## src/rtl/pri_enc_arb.sv

```systemverilog
// rtl/pri_enc_arb.sv - priority encoder / round-robin arbiter with valid/ready handshake
//
// Purpose: encodes an N-bit request vector into the index of the winning
// request. mode=0 picks the highest set index; mode=1 searches downward from
// the previous round-robin winner minus one, wrapping, ending at that winner.
// The result is registered (one-cycle latency) behind a valid/ready handshake.
//
// Ports:
//   clk        clock, rising edge
//   rst_n      asynchronous active-low reset
//   i          request vector, bit k = request k
//   in_valid   i/mode valid this cycle
//   in_ready   block accepts a beat this cycle (~out_valid | out_ready)
//   mode       0 = fixed priority, 1 = round-robin (sampled with the beat)
//   out        encoded winning index
//   gs         at least one request was set in the accepted beat
//   out_valid  out/gs hold a valid result
//   out_ready  downstream accepts the result
module pri_enc_arb #(
  parameter int N = 32,
  parameter int W = $clog2(N)
) (
  input  logic         clk,
  input  logic         rst_n,
  input  logic [N-1:0] i,
  input  logic         in_valid,
  output logic         in_ready,
  input  logic         mode,
  output logic [W-1:0] out,
  output logic         gs,
  output logic         out_valid,
  input  logic         out_ready
);

  logic [W-1:0] out_q, out_d;
  logic         gs_q, gs_d;
  logic         out_valid_q, out_valid_d;
  logic [W-1:0] last_q, last_d;

  logic [W-1:0] fix_idx;
  logic [W-1:0] rr_lo_idx;
  logic         rr_lo_any;
  logic [W-1:0] rr_idx;
  logic         any_req;
  logic         accept;

  // Index search. Searching downward from last-1 and wrapping to N-1 is the
  // same as taking the highest set bit below last if one exists, otherwise
  // the highest set bit overall (which then lies in [last, N-1]).
  // Indices only ever take loop values k < N, so out never reaches N.
  always_comb begin
    fix_idx   = '0;
    rr_lo_idx = '0;
    rr_lo_any = 1'b0;
    for (int k = 0; k < N; k++) begin
      if (i[k]) begin
        fix_idx = W'(k);
        if (W'(k) < last_q) begin
          rr_lo_idx = W'(k);
          rr_lo_any = 1'b1;
        end
      end
    end
  end

  assign rr_idx   = rr_lo_any ? rr_lo_idx : fix_idx;
  assign any_req  = |i;
  assign in_ready = ~out_valid_q | out_ready;
  assign accept   = in_valid & in_ready;

  always_comb begin
    out_d       = out_q;
    gs_d        = gs_q;
    out_valid_d = out_valid_q;
    last_d      = last_q;
    if (accept) begin
      out_valid_d = 1'b1;
      gs_d        = any_req;
      out_d       = mode ? rr_idx : fix_idx;
      // An empty beat never moves the round-robin pointer.
      if (mode && any_req) begin
        last_d = rr_idx;
      end
    end else if (out_ready) begin
      out_valid_d = 1'b0;
    end
  end

  always_ff @(posedge clk or negedge rst_n) begin
    if (!rst_n) begin
      out_q       <= '0;
      gs_q        <= 1'b0;
      out_valid_q <= 1'b0;
      last_q      <= '0;
    end else begin
      out_q       <= out_d;
      gs_q        <= gs_d;
      out_valid_q <= out_valid_d;
      last_q      <= last_d;
    end
  end

  assign out       = out_q;
  assign gs        = gs_q;
  assign out_valid = out_valid_q;

endmodule

```

## config.mk

```make
export PLATFORM = sky130hd
export DESIGN_NAME = pri_enc_arb
export DESIGN_NICKNAME = d
export VERILOG_FILES = /design/src/rtl/pri_enc_arb.sv
export SDC_FILE = /design/constraint.sdc
export NUM_CORES = 1
export LEC_CHECK = 0
export ABC_AREA = 1
export CORE_MARGIN = 10
export CORE_UTILIZATION = 46
export CTS_BUF_LIST = sky130_fd_sc_hd__clkbuf_2 sky130_fd_sc_hd__clkbuf_4 sky130_fd_sc_hd__clkbuf_8
export DETAILED_ROUTE_END_ITERATION = 12
export GPL_ROUTABILITY_DRIVEN = 0
export MAX_ROUTING_LAYER = met4
export PLACE_DENSITY = 0.79
export SYNTH_ARGS = -nofsm -noshare
export SYNTH_HDL_FRONTEND = slang
export SYNTH_SLANG_ARGS = --single-unit
```

## constraint.sdc

```tcl
create_clock -name clk -period 2.13 [get_ports clk]
set_input_delay 0.3195 -clock clk [delete_from_list [all_inputs] [get_ports clk]]
set_output_delay 0.3195 -clock clk [all_outputs]
set_load 0.02 [all_outputs]
```

# Word level (Yosys, flattened, before mapping)
# Index checks and enable logic that the tools add are counted.
dict set report op_classes {
  n_lt_le_gt_ge 32
  n_mux 161
  bitwise_logic 3
  reduce_logical 4
}
# cell n
set ops {}
lappend ops {{$mux 5} 92}
lappend ops {{$lt 5x5->1 const A} 16}
lappend ops {{$mux 1} 69}
lappend ops {{$lt 4x5->1 const A} 8}
lappend ops {{$reduce_or 32->1} 1}
lappend ops {{$lt 3x5->1 const A} 4}
lappend ops {{$lt 1x5->1 const A} 2}
lappend ops {{$lt 2x5->1 const A} 2}
lappend ops {{$reduce_and 2->1} 1}
lappend ops {{$reduce_bool 2->1} 1}
lappend ops {{$and 1x1->1} 1}
lappend ops {{$logic_and 1x1->1} 1}
lappend ops {{$not 1->1} 1}
lappend ops {{$or 1x1->1} 1}
dict set report totals {
  ff_bits 12
  in_bits 37
  output_inout_bits 8
  wordCells 204
}

# Logic depth before layout (Yosys ltp)
dict set report logic_depth {
  ltp_word 67
  ltp_mapped 35
  ltp_nobuf 35
}

# Least setup slack after synthesis
# OpenSTA, ideal clock, no wires.
dict set report synth_timing {
  path_kind {flip-flop to flip-flop}
  startpoint {register last_q[3]}
  endpoint {register last_q[0]}
  setup_time_ns 0.125
  arrival_ns 2.121
  t_required_ns 2.005
  slack_ns -0.117
  stages_incl_launch_ff 34
  n_path_buf 1
  synth_period_minus_slack_ns 2.247
  cell_sequence {dfrtp_1 > buf_6 > nor2_8 > inv_2 > o21ai_2 > nand2_1 > nand2_1 > nand2_1 > nand2_1 > nand2_1 > nand2_1 > nand2_1 > nand2_1 > nand2_1 > nand2_1 > nand2_1 > nand2_1 > nand2_1 > nand2_1 > nand2_1 > nand2_1 > nand2_1 > nand2_1 > nand2_1 > nand2_1 > nand2_1 > nand2_1 > nand2_1 > nand2_1 > nand2_1 > nand2_1 > nand2_1 > nand2_1 > o21ai_2}
}
dict set report synth_between {
  elab_chain_len 66
  word_cells_on_any_way 159
  cone_classes {order compare: 32; mux: 127}
}
# item line_no
set synth_rtl {}
lappend synth_rtl {{start, declared} 38} ;# logic [W-1:0] last_q, last_d;
lappend synth_rtl {{start signal, assigned} 99} ;# last_q <= last_d;
lappend synth_rtl {{$lt 1x5->1} 58} ;# if (W'(k) < last_q) begin
lappend synth_rtl {{$mux 1} 58}
lappend synth_rtl {{$mux 1} 56} ;# if (i[k]) begin
lappend synth_rtl {{$mux 1} 58}
lappend synth_rtl {{$mux 1} 56}
lappend synth_rtl {{$mux 1} 58}
lappend synth_rtl {{$mux 1} 56}
lappend synth_rtl {{$mux 1} 58}
lappend synth_rtl {{[50 not listed]} --}
lappend synth_rtl {{$mux 1} 56}
lappend synth_rtl {{$mux 1} 58}
lappend synth_rtl {{$mux 1} 56}
lappend synth_rtl {{$mux 1} 58}
lappend synth_rtl {{$mux 1} 56}
lappend synth_rtl {{$mux 1} 58}
lappend synth_rtl {{$mux 1} 56}
lappend synth_rtl {{$mux 5 (*)} 66} ;# assign rr_idx = rr_lo_any ? rr_lo_idx : fix_idx;
# Mark *: on every way between the ends. The rest lies on a longest branch, timed or not.
# A chain may end at the register's enable or synchronous reset.

# Final worst setup path
dict set report layout_timing {
  startpoint {register last_q[2]}
  endpoint {register last_q[0]}
}
# Same word-level chain as after synthesis.

==> impl_metrics.prom <==
# TYPE chip_impl_metric gauge
chip_impl_metric{name="period_utilization_post_route",unit="%"} 118.7
chip_impl_metric{name="io-pin-count",unit=""} 45
chip_impl_metric{name="detailedPlacementHpwl",unit="microns"} 4934
chip_impl_metric{name="transition_time_at_the_pin_with_the_least_slew_margin",unit="ns"} 0.6114
chip_impl_metric{name="syn_area_per_cell",unit="sq um"} 5.220
chip_impl_info{name="crit_path_start_kind",value="flip-flop"} 1
chip_impl_metric{name="final_setup_violation_count",unit=""} 10
chip_impl_metric{name="numClockSinks",unit=""} 12
chip_impl_metric{name="rows",unit=""} 22
chip_impl_metric{name="postSynth.asyncResetShare",unit="%"} 100.0
chip_impl_metric{name="routed_wirelength",unit="microns"} 6946
chip_impl_metric{name="track_usage",unit="%"} 18.82
chip_impl_metric{name="multiInputGateArea",unit="sq um"} 1234
chip_impl_metric{name="dp.cells",unit=""} 474
chip_impl_metric{name="power.density_cell_area",unit="nW/um^2"} 1134
chip_impl_metric{name="timing.hold.ws",unit="ns"} 0.4606
chip_impl_metric{name="synthesis.nets",unit=""} 363
chip_impl_metric{name="synthesized_netlist_cell_count",unit=""} 326
chip_impl_metric{name="avgRoutedWirePerCell",unit="microns"} 14.18
chip_impl_metric{name="fp.coreArea",unit="sq um"} 3606
chip_impl_metric{name="cts-htree-levels",unit=""} 1
chip_impl_metric{name="route.vias.total",unit=""} 2595
chip_impl_metric{name="dr.first_iter.drc_count",unit=""} 321
chip_impl_metric{name="drt-vias-per-instance",unit=""} 5.296
chip_impl_metric{name="overflow",unit=""} 0
chip_impl_info{name="synth.largest_area_cell",value="sky130_fd_sc_hd__nand2_1"} 1
chip_impl_metric{name="firstDrtPassIters",unit=""} 6
chip_impl_metric{name="port_buffers",unit=""} 44
chip_impl_metric{name="final_nets",unit=""} 481
chip_impl_metric{name="ir_drop",unit="uV"} 535.3
chip_impl_metric{name="grt_max_degree",unit=""} 13
chip_impl_info{name="synth_commonest_cells",value="sky130_fd_sc_hd__nand2_1, sky130_fd_sc_hd__inv_1, sky130_fd_sc_hd__nor2_1, sky130_fd_sc_hd__nand3_1, sky130_fd_sc_hd__o21ai_0"} 1
chip_impl_metric{name="maxClockFrequency",unit="GHz"} 0.3954
chip_impl_info{name="post-synth-top-count-cell",value="sky130_fd_sc_hd__nand2_1"} 1
chip_impl_metric{name="ys_seq_elements",unit=""} 12
chip_impl_metric{name="final_antenna_net_count",unit=""} 0
chip_impl_metric{name="layout-area-overhead-vs-synth",unit="%"} 69.34
chip_impl_metric{name="timing.final.ws_setup",unit="ns"} -0.3989
chip_impl_metric{name="fraction_of_final_layout_cells_with_drive_strength_greater_than_1",unit="%"} 28.28
chip_impl_metric{name="total_of_warnings_raised_by_yosys",unit=""} 0
chip_impl_metric{name="clk_transition_reported_paths",unit="ns"} 0.06
chip_impl_metric{name="dieArea",unit="sq um"} 6532
chip_impl_metric{name="yosys.area.top_type_share",unit="%"} 27.35
chip_impl_metric{name="final_worst_path_period_need",unit="ns"} 2.529
chip_impl_info{name="timing.hold.worst.class",value="in -> async"} 1
chip_impl_info{name="worstSetupPathType",value="reg -> reg"} 1
chip_impl_metric{name="synth_seq_area_share",unit="%"} 17.65
chip_impl_info{name="most_frequent_cell_on_critical_path",value="sky130_fd_sc_hd__nand2_1"} 1
chip_impl_metric{name="post_layout_instance_count_excluding_filler_cells",unit=""} 490
chip_impl_metric{name="buffer_levels_on_the_longest_clock_path",unit=""} 2
chip_impl_metric{name="yosysUniqueCellTypes",unit=""} 33
chip_impl_metric{name="worst_clock_skew",unit="ns"} 0.005255
chip_impl_metric{name="antenna_cells",unit=""} 0
chip_impl_metric{name="final-max-slew-violation-count",unit=""} 0
chip_impl_info{name="clk_root_buffer_cell",value="sky130_fd_sc_hd__clkbuf_8"} 1
chip_impl_metric{name="timing.critical_path.required",unit="ns"} 2.30
chip_impl_info{name="ys.flop_type",value="sky130_fd_sc_hd__dfrtp_1"} 1
chip_impl_info{name="failed_checks",value="setup timing"} 1
chip_impl_metric{name="tightest_slew_margin_relative_to_the_limit",unit="%"} 59.11
chip_impl_metric{name="postLayoutCoreUtil",unit="%"} 79.91
chip_impl_metric{name="cap_viol_max_count",unit=""} 0
chip_impl_metric{name="cts_buffers",unit=""} 3
chip_impl_info{name="yosys-top-cells-area",value="sky130_fd_sc_hd__nand2_1, sky130_fd_sc_hd__dfrtp_1, sky130_fd_sc_hd__inv_1"} 1
chip_impl_info{name="setup_repair_after_global_routing_missed_its_margin",value="yes"} 1
chip_impl_info{name="critical_path.endpoint_type",value="flip-flop"} 1
chip_impl_metric{name="n_fill_cell",unit=""} 250
chip_impl_metric{name="antenna_found_initial",unit=""} 0
chip_impl_metric{name="total_power",unit="uW"} 3268
chip_impl_metric{name="clock_insertion_delay_worst_skew",unit="ns"} 0.24
chip_impl_info{name="status",value="finished with violations"} 1
chip_impl_metric{name="synth_edf_count",unit=""} 0
chip_impl_metric{name="drc",unit=""} 0
chip_impl_info{name="cts_tree",value="yes"} 1
chip_impl_metric{name="hold_viol",unit=""} 0
chip_impl_metric{name="total_leakage_power",unit="uW"} 0.001542
chip_impl_metric{name="placed_area",unit="sq um"} 2618
chip_impl_metric{name="syn_area",unit="sq um"} 1702
chip_impl_metric{name="grt_pass1_wl",unit="microns"} 9853
chip_impl_metric{name="crit_path_max_incr_delay",unit="ns"} 0.45
chip_impl_metric{name="effective_utilization_at_floorplan",unit="%"} 47.19
chip_impl_metric{name="cp_data_arrival_time",unit="ns"} 2.70
chip_impl_metric{name="layout.cell_area.non_filler",unit="sq um"} 2882
chip_impl_metric{name="die-height",unit="microns"} 80.82
chip_impl_metric{name="critical_path_peak_fanout",unit=""} 4
chip_impl_metric{name="grt_pass1_vias",unit=""} 2296
chip_impl_metric{name="seq_area",unit="sq um"} 306.5
chip_impl_metric{name="die-width",unit="microns"} 80.82
chip_impl_info{name="critical-path-slowest-cell",value="sky130_fd_sc_hd__dfrtp_2"} 1
==> metal layers <==
metal | wire [microns] | track usage (%) | part of all wire [%] | vias to the layer above
li1 | - | - | - | 1258
met1 | 2721 | 21.91 | 39 | 1157
met2 | 3317 | 33.28 | 48 | 146
met3 | 616 | 2.539 | 8.9 | 34
met4 | 290 | 4.498 | 4.2 | 0
met5 | 0 | - | 0 | -
==> report_power, final <==
part	switching, uW	internal, uW
sequential	112	324
clock	87.2	125
combinational	1410	1210
==> repair_timing <==
action / CTS / global route
pin swaps: 7 / 7
hold buffers: 0 / 0
resized for setup: 20 / 20
buffers inserted: 6 / 7
cloned: 0 / 0
setup endpoints to repair: 10 / 10
==> state kept, by name, indices dropped and copies added (netlist names) <==
| signal | cells |
|---|---|
| gs | 1 |
| last_q | 5 |
| out | 5 |
| out_valid | 1 |
==> cell usage in the layout (no fill, tap or decap), drive strengths merged <==
cell type	synthesis	final
nor2	43	43
dlygate4sd2	0	3
clkinv	2	1
buf	3	72
a41oi	1	1
a22oi	1	1
o21bai	1	1
nor4	2	2
clkinvlp	0	1
dlymetal6s2s	0	1
a31oi	4	4
a211oi	3	3
dfrtp	12	12
a21boi	1	1
o21ai	22	22
o211ai	3	3
o21a	1	1
nand3	16	16
nand2	126	126
nand4	3	3
clkbuf	0	3
inv	62	62
nor3	7	7
clkdlybuf4s50	0	40
a21oi	9	9
o311ai	2	2
or2	2	2
==> critical path, delay by kind of cell, from the launching register on <==
kind | cells | cell delay, ns
DFF | 1 | 0.45
and+or+nand+nor | 22 | 1.46
buffers and inverters | 2 | 0.29
AOI/OAI and AO/OA | 2 | 0.25
==> cell type report <==
cell class | count | area share [%]
Multi-Input combinational cell | 247 | 42.81
Timing Repair Buffer | 116 | 34.39
Sequential cell | 12 | 10.64
Inverter | 64 | 8.641
Tap cell | 48 | 2.084
Clock buffer | 3 | 1.433
==> path summary, 6_finish.rpt <==
check / from / depth (start not counted) / slack [ns] / endpoint
worst max register to register: last_q[2] / 26 / -0.40 / last_q[0]
worst max-delay path: last_q[2] / 26 / -0.40 / last_q[0]
min in group clk: gs / 2 / 0.48 / gs
worst min register to register: gs / 2 / 0.48 / gs
max in group asynchronous: rst_n / 1 / 1.23 / last_q[4]
worst min-delay path: rst_n / 1 / 0.46 / out[0]
==> metrics by stage <==
step,worst slack [ns],setup TNS (ns)
floorplan,-0.1039,-0.2061
global placement,-0.5077,-3.378
detailed placement,-0.5680,-3.545
CTS,-0.2438,-1.967
global route,-0.5797,-5.097
finish,-0.3989,-3.599
==> kinds of logic after synthesis <==
kind of cell           synth area share [%]
AOI/OAI and AO/OA                     17.28
buffers and inverters                 15.88
DFF                                   17.65
and+or+nand+nor                       49.19
Power figures use the tool's default switching activity.
